### src/rtl/pc_pkg.sv
// pc_pkg: shared types and constants for the fetch-stage PC generator.
package pc_pkg;

    localparam int ILEN_BYTES = 4;

    typedef enum logic [1:0] {BOOT, RUN, HALTED} state_e;

    typedef enum logic [2:0] {TRAP, REDIR, POP, SEQ, HOLD} sel_e;

endpackage

### src/rtl/pc_ras.sv
// pc_ras: circular return-address stack; a push when full overwrites the oldest entry.
module pc_ras #(
    parameter int XLEN      = 32,
    parameter int RAS_DEPTH = 4
) (
    input  logic            clk,
    input  logic            rst,
    input  logic            push_i,
    input  logic            pop_i,
    input  logic            clear_i,
    input  logic [XLEN-1:0] push_addr_i,
    output logic [XLEN-1:0] top_o,
    output logic            empty_o,
    output logic            full_o
);
    localparam int PW = $clog2(RAS_DEPTH);

    logic [XLEN-1:0] mem_q [RAS_DEPTH];
    logic [PW-1:0]   ptr_q, ptr_d, wr_idx;
    logic [PW:0]     cnt_q, cnt_d;
    logic            do_pop, do_push;

    assign empty_o = cnt_q == '0;
    assign full_o  = cnt_q == (PW+1)'(RAS_DEPTH);
    assign top_o   = mem_q[ptr_q];
    assign do_pop  = pop_i && !empty_o && !clear_i;
    assign do_push = push_i && !clear_i;
    // A simultaneous pop consumes the old top, so the push reuses its slot.
    assign wr_idx  = do_pop ? ptr_q : ptr_q + PW'(1);

    always_comb begin
        ptr_d = ptr_q;
        cnt_d = cnt_q;
        if (clear_i) begin
            cnt_d = '0;
        end else if (do_push && !do_pop) begin
            ptr_d = ptr_q + PW'(1);
            cnt_d = full_o ? cnt_q : cnt_q + (PW+1)'(1);
        end else if (do_pop && !do_push) begin
            ptr_d = ptr_q - PW'(1);
            cnt_d = cnt_q - (PW+1)'(1);
        end
    end

    always_ff @(posedge clk or posedge rst) begin
        if (rst) begin
            ptr_q <= '0;
            cnt_q <= '0;
        end else begin
            ptr_q <= ptr_d;
            cnt_q <= cnt_d;
        end
    end

    always_ff @(posedge clk) begin
        if (do_push)
            mem_q[wr_idx] <= push_addr_i;
    end

endmodule

### src/rtl/pc_gen.sv
// pc_gen: fetch-stage program counter with valid/ready handshake, trap/redirect
// priority mux and return-address prediction.
module pc_gen
    import pc_pkg::*;
#(
    parameter int              XLEN      = 32,
    parameter logic [XLEN-1:0] RESET_VEC = '0,
    parameter logic [XLEN-1:0] TRAP_VEC  = XLEN'(32'h100),
    parameter int              RAS_DEPTH = 4
) (
    input  logic            clk,
    input  logic            rst,
    input  logic            fetch_ready_i,
    output logic            pc_valid_o,
    output logic [XLEN-1:0] pc_o,
    input  logic            trap_valid_i,
    input  logic            redirect_valid_i,
    input  logic [XLEN-1:0] redirect_target_i,
    input  logic            ret_pop_i,
    input  logic            call_push_i,
    input  logic [XLEN-1:0] push_addr_i,
    input  logic            halt_req_i,
    output logic            misalign_err_o,
    output logic            ras_empty_err_o
);
    state_e          state_q, state_d;
    sel_e            sel;
    logic [XLEN-1:0] pc_q, pc_d, ras_top;
    logic            mis_q, mis_d, emp_q, emp_d;
    logic            ras_empty, accept, ctrl, running, misaligned, pop_req;

    assign running    = state_q == RUN;
    assign accept     = running && fetch_ready_i;
    assign ctrl       = state_q != BOOT && (trap_valid_i || redirect_valid_i);
    assign misaligned = redirect_target_i[1:0] != 2'b00;
    // Halt freezes the PC, so it also suppresses accept-driven pops.
    assign pop_req    = accept && !halt_req_i && ret_pop_i;

    always_comb begin
        sel     = ctrl ? (trap_valid_i ? TRAP : REDIR)
                : (accept && !halt_req_i) ? (ret_pop_i && !ras_empty ? POP : SEQ)
                : HOLD;
        pc_d    = sel == TRAP  ? TRAP_VEC
                : sel == REDIR ? (misaligned ? TRAP_VEC : redirect_target_i)
                : sel == POP   ? ras_top
                : sel == SEQ   ? pc_q + XLEN'(ILEN_BYTES)
                : pc_q;
        state_d = (state_q == BOOT || ctrl) ? RUN
                : (running && halt_req_i) ? HALTED
                : state_q;
        mis_d   = sel == REDIR && misaligned;
        emp_d   = !ctrl && pop_req && ras_empty;
    end

    always_ff @(posedge clk or posedge rst) begin
        if (rst) begin
            state_q <= BOOT;
            pc_q    <= RESET_VEC;
            mis_q   <= 1'b0;
            emp_q   <= 1'b0;
        end else begin
            state_q <= state_d;
            pc_q    <= pc_d;
            mis_q   <= mis_d;
            emp_q   <= emp_d;
        end
    end

    pc_ras #(.XLEN(XLEN), .RAS_DEPTH(RAS_DEPTH)) u_ras (
        .clk         (clk),
        .rst         (rst),
        .push_i      (running && call_push_i),
        .pop_i       (sel == POP),
        .clear_i     (sel == TRAP),
        .push_addr_i (push_addr_i),
        .top_o       (ras_top),
        .empty_o     (ras_empty),
        .full_o      ()
    );

    assign pc_o            = pc_q;
    assign pc_valid_o      = running;
    assign misalign_err_o  = mis_q;
    assign ras_empty_err_o = emp_q;

endmodule
### config.mk
export PLATFORM = sky130hd
export DESIGN_NAME = pc_gen
export DESIGN_NICKNAME = d
export VERILOG_FILES = /design/src/rtl/pc_pkg.sv /design/src/rtl/pc_ras.sv /design/src/rtl/pc_gen.sv
export SDC_FILE = /design/constraint.sdc
export NUM_CORES = 1
export LEC_CHECK = 0
export ABC_AREA = 1
export CAP_MARGIN = 5
export CORE_ASPECT_RATIO = 0.7
export CORE_MARGIN = 3
export CORE_UTILIZATION = 49
export DETAILED_ROUTE_END_ITERATION = 8
export PLACE_DENSITY_LB_ADDON = 0.2
export SLEW_MARGIN = 10
export SYNTH_ARGS = -nofsm -noshare
export SYNTH_HDL_FRONTEND = slang
export SYNTH_SLANG_ARGS = --single-unit
### constraint.sdc
create_clock -name clk -period 5.98 [get_ports clk]
set_input_delay 1.196 -clock clk [delete_from_list [all_inputs] [get_ports clk]]
set_output_delay 1.196 -clock clk [all_outputs]
set_load 0.01 [all_outputs]
Yosys cells after proc, flatten, opt, wreduce, memory -nomap -nowiden:

Memories as Yosys holds them, arrays and structs flattened.
Index checks and enable logic that the tools add are counted.

* flip-flop bits (word level): 41
* RAM bits: 128
* output and inout port bits: 35
* logic and storage cells: 73
* memories: 1

Memories
* u_ras.mem_q: words 4, width 32, read ports 1, clocked after Yosys merged registers in 0, wr ports 1, RTL line pc_ras.sv:18 `logic [XLEN-1:0] mem_q [RAS_DEPTH];`

* $add $sub $neg: 5
* eq/ne operators: 6
* mux-type cells: 20
* bitwise gates (word level): 1
* reduce and logical (&&, ||, !) cells: 34

Operators with widths (count)
* $mux W32: 5
* $add A32 B3 Y32 const B: 1
* $mux W3: 6
* $logic_and A1 B1 Y1: 15
* $mux W2: 5
* $reduce_bool A2 Y1: 4
* $eq A3 B2 Y1 const B: 2
* $logic_not A1 Y1: 6
* $logic_not A3 Y1: 2
* $mux W1: 4
* $reduce_and A2 Y1: 2
* $reduce_bool A4 Y1: 1
* $add A3 B1 Y3 const B: 1
* $eq A3 B1 Y1 const B: 1
* $eq A3 B3 Y1 const B: 1
* $ne A3 B2 Y1 const B: 1
* $reduce_bool A3 Y1: 1
* $sub A3 B1 Y3 const B: 1
* $add A2 B1 Y2 const B: 1
* $eq A2 B1 Y1 const B: 1
* $logic_not A2 Y1: 1
* $logic_or A1 B1 Y1: 2
* $sub A2 B1 Y2 const B: 1
* $not A1 Y1: 1

Logic depth before layout (Yosys ltp):

Gate-level depths: netlist (run 1).

* depth after elaboration: 14
* mapped depth: 13
* gate-level depth less buffers: 13

By module:

Synthesis (run 1) repeated with hierarchy kept, for this count alone.

* cell total of the unflattened synthesis: 884
* area, all modules: 8259.2 µm²

Modules (own cells, without submodules)
* pc_ras: instances 1, cells each 385, area each 5266.3 µm², seq. area each 3968.8 µm²
* pc_gen: instances 1, cells each 499, area each 2992.9 µm², seq. area each 900.9 µm²

Worst setup path before layout (run 1):

No wires, ideal clock.

* kind: input-to-reg
* start point: in trap_valid_i
* end point: mem u_ras.mem_q[1][0] (enable)
* library setup time: 0.421 ns
* arrival time: 3.431 ns
* required time: 5.559 ns
* setup slack: 2.128 ns
* stages: 5
* cells stage by stage: o21ai_4 > nand3_2 > xor2_1 > or2_2 > nor2_1

* longest elaborated chain between the ends: 8
* elaborated cells on any way between the ends: 13

RTL lines
* from (decl): RTL line pc_gen.sv:16 `input logic trap_valid_i,`
* $logic_or A1 B1 Y1: RTL line pc_gen.sv:34 `assign ctrl = state_q != BOOT && (trap_valid_i || redirect_valid_i);`
* $logic_and A1 B1 Y1: RTL line pc_gen.sv:34
* $mux W3 (*): RTL line pc_gen.sv:40 `sel = ctrl ? (trap_valid_i ? TRAP : REDIR)`
* $logic_not A3 Y1: RTL line pc_gen.sv:74 `.clear_i (sel == TRAP),`
* $logic_not A1 Y1: RTL line pc_ras.sv:26, pc_ras.sv:27
* $logic_and A1 B1 Y1: RTL line pc_ras.sv:27 `assign do_push = push_i && !clear_i;`
* $mux W1: RTL line pc_ras.sv:56 `if (do_push)`
* $mux W1 (not written as such): RTL line pc_ras.sv:57 `mem_q[wr_idx] <= push_addr_i;`
* to (decl): RTL line pc_ras.sv:18

Every way passes the cells marked *; elsewhere a longest branch is shown, timed or not.

Worst setup path in the final report (run 1):

* start point: in trap_valid_i
* end point: mem u_ras.mem_q[2][8] (enable)

Same word-level chain as after synthesis.

==> summary.txt, run 1 <==
Routing
  – DR pass1 iterations: 6
  – # DRC: 0
  – DRT iter0 DRCs: 581
  – Vias: 6,459
  – Drt via density: ~5.4
  – WL final: between 20,000 and 25,000 um
  – DRT antenna net count: 0
  – Routed len/inst: ~17 um

Setup path
  – Crit path cell chain: clkdlybuf4s50_1 > o21ai_4 > nand3_2 > buf_4 > xor2_1 > nand2_1 > nor2_2 > buf_4
  – Reg2Reg Depth: 6
  – CP Capture Point: u_ras.mem_q[2][8]
  – CP max-delay cell: clkdlybuf4s50_1
  – CP endpoint kind: flip-flop
  – Worst Path Required: 6.08 ns
  – Crit path kind: in2reg
  – Critical Path Fanout Max: 34
  – CP max stage delay: approximately 0.54 ns
  – Most used cell, CP: buf_4
  – Reg2Reg Setup Slack: between 3 and 4 ns
  – Worst Path Arrival: 3.70 ns
  – Worst setup SP type: primary input
  – R2R Path Start: u_ras.ptr_q[0]
  – Worst R2R End: u_ras.mem_q[2][8]
  – Origin of the worst setup path: trap_valid_i

Synthesis
  – Ys Warns: 0
  – Net Count, Synth: ~940
  – Post-synth EDFFs: around 130
  – Flops & latches, synth: approximately 170
  – Avg Inst Size Synth: 9.35 um2
  – Synth top area cells: edfxtp_1, nand2_1, dfrtp_1
  – Most used DFF post-synth: edfxtp_1
  – Mapped Area: roughly 0.0081 mm2
  – Sequential element share of the synthesized area: 0.601
  – Synth async-reset ratio: 0.243
  – Leading area contributor after synthesis: edfxtp_1
  – Gate Count Post-Synth: 866
  – Synth top area share: 0.475
  – Synth cell types: between 40 and 50

Final layout
  – Filler cell count: 1,346
  – Final std cells w/o fill: 1,200
  – NumNets Final: roughly 1,000
  – Leading cell type in the layout, fill and taps excluded: nand2_1
  – Commonest cells after routing, fill and taps aside: nand2_1, edfxtp_1, clkdlybuf4s50_1
  – Register area: about 0.0049 mm2
  – Synth-to-layout area growth: 23.0%
  – Footprint of the multi-input gates: 0.00292 mm2
  – Layout cells sized above 1: 0.0786
  – Ant diodes: 0

Status
  – Status: complete, no violations

Clock network
  – CTS Sinks: between 150 and 200
  – Hold buffers post-CTS: 0
  – Worst-Skew Late Latency: around 0.44 ns
  – H-tree Lvls: 4
  – Clock transition at path regs: ~0.07 ns
  – Post-CTS setup buffers: 0
  – Gates resized, CTS repair: 0
  – CTS max path bufs: 2
  – CTS Buf Count: 17
  – CTS tree: built
  – Clock Tree Root: clkbuf_16

Die
  – DIE AREA: 0.0181 mm2
  – Initial core utilization: 0.511
  – Die X: 160 um
  – # rows: 38
  – Core area: approximately 0.016 mm2
  – Chip height: 114 um
  – Top Ports: 107

STA
  – Hold violation count in the final report: 0
  – Fmax: between 200 and 300 MHz
  – Period utilization: 0.602
  – Final Max Slew Viols: 0
  – Setup repair after global routing missed its margin: false
  – Worst-Margin Slew: around 0.86 ns
  – Setup TNS: 0 ns
  – Fin crit period: 3.60 ns
  – WHS: about 0.54 ns
  – Setup Viol. Count Final: 0
  – Final worst setup slack: 2.38 ns
  – Setup Skew: between 0.01 and 0.015 ns
  – Rel. slew slack: 0.424

Pwr
  – Total chip power: roughly 3.6 mW
  – Pwr Density: 364 mW/mm2
  – P_leak: around 3.8 nW
  – Worst vdd ir: approximately 0.23 mV

Global route
  – Initial antenna violation count: 0
  – Total GRT Usage: 0.231
  – Number of global-route vias before repair: roughly 5,900
  – GR Overflow Total: 0
  – Global-route wire length before repair: 32,600 um
  – Pin count of the biggest net entering global routing: 68

Placed design
  – Post-DP HPWL: 13,800 um
  – IO Port Bufs: 106
  – Pre-CTS setup slack: 1.92 ns
  – RePlAce Congestion: around 0.90
  – Dpl cells: roughly 1,200

Job
  – Max_cap viols: 0

Hold path
  – Min-delay worst type: reg2reg
[per-stage QoR]
stage | area, um2 | util
4_1_cts | 9960 | 0.629
5_1_grt | 9960 | 0.629
2_1_floorplan | 8100 | -
3_3_place_gp | 9370 | 0.592
3_5_place_dp | 9370 | 0.592
6_report | 9960 | 0.629
[power breakdown]
part	leakage, nW	switching (mW)	internal (mW)
clock	0.291	0.511	0.600
sequential	1.70	0.0804	1.42
combinational	1.86	0.672	0.342
total	3.85	1.26	2.36
[cells by family after synthesis]
group                    synth area share
adder cells (fa/ha/maj)           0.00618
AO/OA/AOI/OAI                      0.0819
AND/OR/NAND/NOR                     0.254
flip-flops                          0.601
buffers and inverters              0.0394
XOR/XNOR                           0.0173
[worst min-delay path by stage]
stage,cells after the start,start,slack [ns],end
final,1,state_q[1],0.54,state_q[1]
after global routing,1,state_q[1],0.57,state_q[1]
after CTS,2,pc_o[0],0.54,pc_o[0]
after detailed placement,2,pc_o[0],0.52,pc_o[0]
after global placement,2,pc_o[31],0.53,pc_o[31]
after floorplan,1,state_q[1],0.51,state_q[1]
[cell type report]
cell class / count / share of cell area
Timing Repair Buffer: 117 / 0.115
Clock inverter: 14 / 0.0168
Sequential cell: 169 / 0.489
Inverter: 40 / 0.0158
Multi-Input combinational cell: 622 / 0.293
Tap cell: 220 / 0.0276
Clock buffer: 18 / 0.0431
[state kept, by name, summed over array words and instances, names as in the netlist]
register / count
u_ras.ptr_q: 2
state_q: 2
u_ras.mem_q: 128
ras_empty_err_o: 1
pc_o: 32
u_ras.cnt_q: 3
misalign_err_o: 1
[cells in the mapped netlist (2+ instances only)]
cell and n:
nand2_4 2, o21ai_0 36, nor2_1 90, or2_2 6, clkbuf_1 13, xor2_1 6, buf_2 15, a21oi_1 45
buf_1 5, dfrtp_1 41, xnor2_1 10, edfxtp_1 128, o22ai_1 4, nor2_4 3, ha_1 4, a22o_1 10
o21ai_1 2, nor3_1 2, o211ai_1 7, nand3_1 75, nor2_8 2, nor2_2 10, a31oi_1 4, nand2_1 293
inv_1 36
[routing by layer]
layer | share of wire | GRT usage
met4 | 0.017 | 0.0665
met3 | 0.093 | 0.0501
met1 | 0.46 | 0.354
met5 | 0 | 0
met2 | 0.43 | 0.334
[worst max-delay path, delay by kind of cell]
| kind | cells | cell delay, ns |
|---|---|---|
| XOR/XNOR | 1 | 0.26 |
| buffers and inverters | 3 | 1.23 |
| AND/OR/NAND/NOR | 3 | 0.64 |
| AO/OA/AOI/OAI | 1 | 0.35 |
Power figures use the tool's default switching activity.
==> run 2: changes to the inputs <==
- clock period: 5.98 -> 3.05 ns (I/O delays scaled with it)
==> run 2 against run 1 <==
Compared with the run above:
- hold slack got worse by 0.0092 ns
- non-clock buffer count increased by 6
- routed wire length about the same
- sequential power increased by 97%
- critical path type unchanged
- global-route usage increased by 0.72 points
==> summary.txt, run 2 (synthesized netlist as in run 1, its figures left out) <==
Final layout
  – Ant diodes: 0 (unchanged)
  – Synth-to-layout area growth: 24.4% (was 23.0%)
  – Layout cells sized above 1: 0.0852 (was 0.0786)
  – Final std cells w/o fill: 1,206 (was 1,200)
  – Leading cell type in the layout, fill and taps excluded: nand2_1 (unchanged)
  – NumNets Final: 1,049 (was 1,043)
  – Final core occ: 0.636 (was 0.629)
  – Largest Register: u_ras.mem_q (unchanged)
  – Largest register FFs: 128 (unchanged)
  – Commonest cells after routing, fill and taps aside: nand2_1, edfxtp_1, clkdlybuf4s50_1 (unchanged)

Global route
  – Global-route wire length before repair: 33,700 um (was 32,600 um)
  – Number of global-route vias before repair: 6,145 (was 5,938)
  – Initial antenna violation count: 0 (unchanged)
  – Pin count of the biggest net entering global routing: 65 (was 68)
  – GR Overflow Total: 0 (unchanged)
  – Total GRT Usage: 0.239 (was 0.231)

STA
  – Final worst setup slack: 0.564 ns (was 2.38 ns)
  – Setup Skew: 0.0116 ns (was 0.0125 ns)
  – Setup repair after global routing missed its margin: false (unchanged)
  – Setup TNS: 0 ns (unchanged)
  – Fin crit period: roughly 2.5 ns
  – Hold violation count in the final report: 0 (unchanged)
  – Fmax: slightly above 400 MHz
  – Worst-Margin Slew: 0.771 ns (was 0.862 ns)
  – Setup Viol. Count Final: 0 (unchanged)
  – Final Max Slew Viols: 0 (unchanged)
  – Rel. slew slack: 0.483 (was 0.424)
  – Period utilization: 0.815

Placed design
  – IO Port Bufs: 106 (unchanged)
  – Dpl cells: 1,174 (was 1,168)
  – RePlAce Congestion: 0.933 (was 0.895)
  – Pre-CTS setup slack: 0.171 ns (was 1.92 ns)
  – Post-DP HPWL: 14,000 um (was 13,800 um)

Routing
  – # DRC: 0 (unchanged)
  – Top routing layer in use: met4 (unchanged)
  – Routed len/inst: 17.4 um (about the same)
  – Wire length on met3: 1720 um (was 1950 um)
  – DRT antenna net count: 0 (unchanged)
  – WL final: 20,900 um (about the same)
  – DR pass1 iterations: 5 (was 6)
  – DRT met1 WL: 9860 um (was 9640 um)
  – Drt via density: 5.37 (was 5.38)
  – DR WL met2: 9090 um (was 8990 um)
  – DRT iter0 DRCs: 518 (was 581)
  – Vias: 6,482 (was 6,459)

Clock network
  – Gates resized, CTS repair: 0 (unchanged)
  – Worst-Skew Late Latency: 0.43 ns (was 0.44 ns)
  – Hold buffers post-CTS: 0 (unchanged)
  – Clock transition at path regs: 0.07 ns (about the same)
  – Post-CTS setup buffers: 0 (unchanged)
  – CTS Buf Count: 17 (unchanged)
  – CTS Sinks: 169 (unchanged)
  – H-tree Lvls: 4 (unchanged)
  – CTS max path bufs: 2 (unchanged)
  – Clock Tree Root: clkbuf_16 (unchanged)
  – CTS tree: built (unchanged)

Setup path
  – Crit path kind: in2reg (unchanged)
  – CP endpoint kind: flip-flop (unchanged)
  – Worst setup SP type: primary input (unchanged)
  – Reg2Reg Depth: 8 (was 6)
  – Worst Path Arrival: 2.61 ns (was 3.70 ns)
  – Critical Path Fanout Max: 31 (was 34)
  – Worst R2R End: u_ras.mem_q[1][29] (was u_ras.mem_q[2][8])
  – Worst Path Required: 3.17 ns (was 6.08 ns)
  – Reg2Reg Setup Slack: 0.78 ns (was 3.24 ns)
  – R2R Path Start: state_q[1] (was u_ras.ptr_q[0])

Die
  – Top Ports: 107 (unchanged)
  – DIE AREA: 0.0181 mm2 (unchanged)
  – # rows: 38 (unchanged)
  – Chip height: 114 um (unchanged)
  – Initial core utilization: 0.511 (unchanged)
  – Core area: 0.0158 mm2 (unchanged)
  – Die X: 160 um (unchanged)

Pwr
  – P_leak: 3.89 nW (was 3.85 nW)
  – Worst vdd ir: 0.412 mV (was 0.228 mV)
  – Pwr Density: 698 mW/mm2 (was 364 mW/mm2)

Hold path
  – Min-delay worst type: in2async (was reg2reg)

Status
  – Status: complete, no violations (unchanged)

Job
  – Max_cap viols: 0 (unchanged)
==> run 2: how the worst max path moves through the flow <==
stage / endpoint / startpoint / slack, ns / cells after the start
detailed placement: u_ras.mem_q[1][18] / trap_valid_i / 0.17 / 7
floorplan: u_ras.mem_q[1][0] / trap_valid_i / -0.22 / 5
global route: u_ras.cnt_q[2] / trap_valid_i / 0.47 / 11
global placement: u_ras.mem_q[1][18] / trap_valid_i / 0.23 / 7
finish: u_ras.mem_q[1][29] / trap_valid_i / 0.56 / 7
CTS: u_ras.mem_q[1][6] / trap_valid_i / 0.61 / 7
==> run 2: power breakdown <==
part	switching [mW]	internal (mW)
logic	1.23	0.699
registers	0.168	2.78
clock network	1.04	1.11
==> run 2: worst max-delay path: stages <==
cell             delay (ns)
clkdlybuf4s50_1        0.55
o21ai_4                0.22
nand3_2                0.22
xor2_1                 0.24
or2_2                  0.33
nor2_2                 0.17
buf_12                 0.23
==> run 2: through the flow <==
step                power, mW  hold WS, ns  instance area (um2)
floorplan                4.18        0.508                 8100
global placement         4.88        0.520                 9470
detailed placement       4.92        0.507                 9470
CTS                      7.05        0.526                10100
global route             7.40        0.552                10100
finish                   7.03        0.531                10100
==> run 2: routing by layer <==
metal | vias up | global-route usage
met1 | 3050 | 0.358
met2 | 269 | 0.360
met4 | 0 | 0.0554
met5 | - | 0
li1 | 3138 | -
met3 | 25 | 0.0483
==> run 2: layout make-up <==
type	instances	area [um2]
Clock inverter	15	170
Tap cell	220	275
Timing Repair Buffer	123	1250
Multi-Input combinational cell	622	2920
Inverter	40	158
Clock buffer	17	425
Fill cell	1286	5760
Sequential cell	169	4870
==> run 3: changes to the inputs <==
- clock period: 3.05 -> 2.58 ns (I/O delays scaled with it)
==> run 3 against run 2 <==
Compared with the run above:
- count of clock-buffer cells in the layout did not move
- non-clock buffer count up 19
- clock power rose by 9.8%
- critical path type unchanged
- via count rose by 1.1%
- register-to-register slack worse by 0.33 ns
- largest cell class unchanged
- sequential power up 19%
==> summary.txt, run 3 (synthesized netlist as in run 1, its figures left out) <==
Status
  – Status: complete, no violations (unchanged)

Placed design
  – RePlAce Congestion: 0.933 (about the same)
  – Post-DP HPWL: 14,900 um (was 14,000 um)
  – Dpl cells: 1,193 (was 1,174)
  – Area after DPL: 0.00969 mm2 (was 0.00947 mm2)
  – IO Port Bufs: 106 (unchanged)

Job
  – Max_cap viols: 0 (unchanged)

Final layout
  – Largest register FFs: 128 (unchanged)
  – Layout cells sized above 1: 0.0996 (was 0.0852)
  – Fin area: 0.0102 mm2 (was 0.0101 mm2)
  – Largest Register: u_ras.mem_q (unchanged)
  – Filler cell count: 1,313 (was 1,286)
  – NumNets Final: 1,068 (was 1,049)
  – Final std cells w/o fill: 1,224 (was 1,206)
  – Synth-to-layout area growth: 26.3% (was 24.4%)
  – Ant diodes: 0 (unchanged)
  – Leading cell type in the layout, fill and taps excluded: nand2_1 (unchanged)
  – Commonest cells after routing, fill and taps aside: nand2_1, edfxtp_1, clkdlybuf4s50_1 (unchanged)

Routing
  – Routed len/inst: 17.6 um (was 17.4 um)
  – Drt via density: 5.36 (was 5.37)
  – WL final: 21,500 um (was 20,900 um)
  – DRT iter0 DRCs: 679 (was 518)
  – DRT antenna net count: 0 (unchanged)
  – DR pass1 iterations: 5 (unchanged)
  – Vias: 6,556 (was 6,482)
  – # DRC: 0 (unchanged)

Global route
  – Pin count of the biggest net entering global routing: 65 (unchanged)
  – Number of global-route vias before repair: 6,192 (was 6,145)
  – Global-route wire length before repair: 34,300 um (was 33,700 um)
  – Total GRT Usage: 0.245 (was 0.239)
  – GR Overflow Total: 0 (unchanged)
  – Initial antenna violation count: 0 (unchanged)

Clock network
  – Clock transition at path regs: 0.07 ns (about the same)
  – Gates resized, CTS repair: 0 (unchanged)
  – CTS Buf Count: 17 (unchanged)
  – CTS tree: built (unchanged)
  – Post-CTS setup buffers: 0 (unchanged)
  – Hold buffers post-CTS: 0 (unchanged)
  – CTS Sinks: 169 (unchanged)
  – H-tree Lvls: 4 (unchanged)
  – Clock Tree Root: clkbuf_16 (unchanged)
  – Worst-Skew Late Latency: 0.44 ns (was 0.43 ns)
  – CTS max path bufs: 2 (unchanged)

Die
  – Die X: 160 um (unchanged)
  – Core area: 0.0158 mm2 (unchanged)
  – # rows: 38 (unchanged)
  – Initial core utilization: 0.511 (unchanged)
  – Chip height: 114 um (unchanged)
  – DIE AREA: 0.0181 mm2 (unchanged)
  – Top Ports: 107 (unchanged)

STA
  – Worst-Margin Slew: 0.758 ns (was 0.771 ns)
  – Setup repair after global routing missed its margin: false (unchanged)
  – WHS: 0.433 ns (was 0.531 ns)
  – Fmax: roughly 450 MHz
  – Setup Viol. Count Final: 0 (unchanged)
  – Rel. slew slack: 0.492 (was 0.483)
  – Final Max Slew Viols: 0 (unchanged)
  – Setup TNS: 0 ns (unchanged)
  – Period utilization: 0.854
  – Setup Skew: 0.0149 ns (was 0.0116 ns)
  – Fin crit period: about 2.2 ns
  – Hold violation count in the final report: 0 (unchanged)

Pwr
  – Pwr Density: 812 mW/mm2 (was 698 mW/mm2)
  – Worst vdd ir: 0.720 mV (was 0.412 mV)
  – Total chip power: 8.31 mW (was 7.03 mW)
  – P_leak: 3.98 nW (was 3.89 nW)

Setup path
  – Worst Path Required: 2.70 ns (was 3.17 ns)
  – Worst R2R End: u_ras.mem_q[3][27] (was u_ras.mem_q[1][29])
  – Worst setup SP type: primary input (unchanged)
  – CP endpoint kind: flip-flop (unchanged)
  – Reg2Reg Setup Slack: 0.45 ns (was 0.78 ns)
  – Critical Path Fanout Max: 30 (was 31)
  – Worst Path Arrival: 2.32 ns (was 2.61 ns)
  – Crit path kind: in2reg (unchanged)
  – Reg2Reg Depth: 8 (unchanged)
  – R2R Path Start: state_q[1] (unchanged)

Hold path
  – Min-delay worst type: in2async (unchanged)
==> run 3: worst max path at each step <==
stage               depth (start not counted)         start            endpoint
finish                                      8     ret_pop_i  u_ras.mem_q[3][27]
floorplan                                   5  trap_valid_i   u_ras.mem_q[3][0]
global placement                            8     ret_pop_i  u_ras.mem_q[3][31]
global route                               13  trap_valid_i      u_ras.cnt_q[2]
detailed placement                         12  trap_valid_i      u_ras.cnt_q[2]
CTS                                         4    state_q[1]          pc_valid_o
==> run 3: where the power goes <==
part,leakage (nW),internal (mW),total [mW],switching [mW]
Combinational,2.02,0.938,2.44,1.50
Clock,0.261,1.25,2.36,1.11
Sequential,1.70,3.29,3.50,0.213
==> run 3: per-stage QoR <==
step	worst slack [ns]	util
2_1_floorplan	-0.0944	-
3_3_place_gp	0.0406	0.612
3_5_place_dp	-0.0454	0.612
4_1_cts	0.396	0.646
5_1_grt	0.192	0.646
6_report	0.377	0.646
==> run 3: area by class of cell <==
class / instances / area (um2) / share of cell area
clock buffer: 17 / 425 / 0.0416
clock inverter: 14 / 114 / 0.0111
inverter: 40 / 158 / 0.0154
multi-input combinational: 622 / 2930 / 0.286
sequential: 169 / 4870 / 0.476
tap: 220 / 275 / 0.0269
timing repair buffer: 142 / 1460 / 0.142
==> run 3: critical path: stages <==
cell             delay, ns
clkdlybuf4s50_1       0.49
inv_1                 0.07
a21oi_1               0.14
nand3_2               0.14
xor2_1                0.18
or2_2                 0.33
nor2_2                0.18
buf_12                0.24
==> run 3: layer usage <==
| metal | track usage | routed length (um) |
|---|---|---|
| met5 | 0 | 0 |
| met4 | 0.0443 | 135 |
| met3 | 0.0613 | 1950 |
| met2 | 0.354 | 9210 |
| met1 | 0.380 | 10200 |
==> variant (config.mk and constraints of run 1) <==
`XLEN` is set to 32 in 2 places; all go to 64.
--- a/src/rtl/pc_ras.sv
+++ b/src/rtl/pc_ras.sv
@@ -1,5 +1,5 @@
 // pc_ras: circular return-address stack; a push when full overwrites the oldest entry.
 module pc_ras #(
-    parameter int XLEN      = 32,
+    parameter int XLEN      = 64,
     parameter int RAS_DEPTH = 4
 ) (
--- a/src/rtl/pc_gen.sv
+++ b/src/rtl/pc_gen.sv
@@ -4,5 +4,5 @@
     import pc_pkg::*;
 #(
-    parameter int              XLEN      = 32,
+    parameter int              XLEN      = 64,
     parameter logic [XLEN-1:0] RESET_VEC = '0,
     parameter logic [XLEN-1:0] TRAP_VEC  = XLEN'(32'h100),
Ports: changed (resized pc_o, push_addr_i and redirect_target_i); port bits go from 107 to 203. The function was not compared with the original's and may differ.
==> variant against run 1 <==
- synthesized area increased by 95%
- final cell count increased by 92%
- design area increased by 94%
- power increased by 89%
- setup slack got worse by 0.45 ns
- sequential cell count increased by 160
- wire length increased by 140%
- die area increased by 90%
- largest cell class unchanged
- largest power group unchanged
==> variant: results (changes against run 1) <==
status: "finished, final reports clean"  # unchanged
r2r-start: "state_q[0]$_DFFE_PP0P_"  # was u_ras.ptr_q[0]$_DFFE_PP0P_
synth_compound_area_share_pct: 10.2  # was 8.19%
synth_edf_count: 256  # was 128
hpwl_um: 34300  # was 13800 µm
place_ws_ns: 1.44  # was 1.92 ns
crit_path_end: "pc_o[12]$_DFFE_PP0P_"  # was u_ras.mem_q[2][8]$_DFFE_PP_
wl_um: 49600  # was 20900 µm
synth_xor_area_share_pct: 1.89  # was 1.73%
ys_async_sr_fraction_pct: 22.2  # was 24.3%
drtIter0Drc: 1555  # was 581
rows: 54  # was 38
grt_antenna_before_repair: 2  # was 0
insertion_delay_ns: 0.52  # was 0.44 ns
r2r_slack_ns: 2.67  # was 3.24 ns
synth.area.top_cells: "edfxtp_1 (49%), nand2_1 (14%), dfrtp_1 (12%)"  # was edfxtp_1 (47%), nand2_1 (14%), dfrtp_1 (13%)
place_area_um2: 18200  # was 9370 µm²
drive_gt1_share_pct: 6.07  # was 7.86%
htreeDepth: 2  # was 4
firstDrtPassIters: 5  # was 6
dr_total_vias: 13000  # was 6459
critPathMaxFanout: 51  # was 34
grt.total_usage_pct: 28.9  # was 23.1%
largest_reg_flops: 256  # was 128
whs_ns: 0.460  # was 0.540 ns
io_buffers: 202  # was 106
holdPathEnd: "u_ras.cnt_q[2]$_DFFE_PP0P_"  # was state_q[1]$_DFFE_PP0P_
grt_pass1_wl_um: 74400  # was 32600 µm
grt_max_degree: 90  # was 68
fillers: 2630  # was 1346
cts.path.max_buffers: 3  # was 2
seq_area_frac_synth_pct: 60.3  # was 60.1%
worstPathArrival_ns: 4.43  # was 3.70 ns
cts_made_buffers: 34  # was 17
min_period_over_period_pct: 67.7  # was 60.2%
gp_congestion: 0.959  # was 0.895
fin_nets: 1995  # was 1043
ir_drop_v: 0.000257  # was 0.000228 V
finClkSkew_ns: 0.0278  # was 0.0125 ns
leakage_nw: 7.16  # was 3.85 nW
min-delay-start: "u_ras.cnt_q[2]$_DFFE_PP0P_"  # was state_q[1]$_DFFE_PP0P_
worst_slew_pin_slew_ns: 1.08  # was 0.862 ns
synth_nets: 1813  # was 942
cp_slowest_cell: "buf_4"  # was clkdlybuf4s50_1
rr_worst_depth: 11  # was 6
synth_common_cells: "nand2_1 (606), edfxtp_1 (256), nor2_1 (140)"  # was nand2_1 (293), edfxtp_1 (128), nor2_1 (90)
-- variant: where the power goes --
group	internal, mW	total [mW]	switching [mW]	leakage [nW]
sequential	2.75	2.96	0.209	3.29
clock	1.23	2.12	0.891	0.534
combinational	0.604	1.78	1.18	3.34
-- variant: final cells by class --
| cell class | count | area share, % |
|---|---|---|
| inverters | 70 | 1.37 |
| multi-input cells | 1195 | 29.5 |
| well taps | 420 | 2.72 |
| repair buffers | 225 | 11.5 |
| flip-flops and latches | 329 | 49.2 |
| clock inverters | 20 | 1.15 |
| clock buffers | 40 | 4.52 |
-- variant: layer usage --
layer | part of all wire (%) | track usage (%)
met4 | 2.7 | 7.82
met1 | 44 | 43.4
met3 | 10 | 6.15
met2 | 44 | 42.7
met5 | 0.020 | 0
-- variant: stage by stage --
stage / cells / utilization [%]
after floorplan: 1673 / -
after global placement: 2239 / 58.0
after detailed placement: 2239 / 58.0
after CTS: 2299 / 61.5
after global routing: 2299 / 61.5
final: 2299 / 61.5
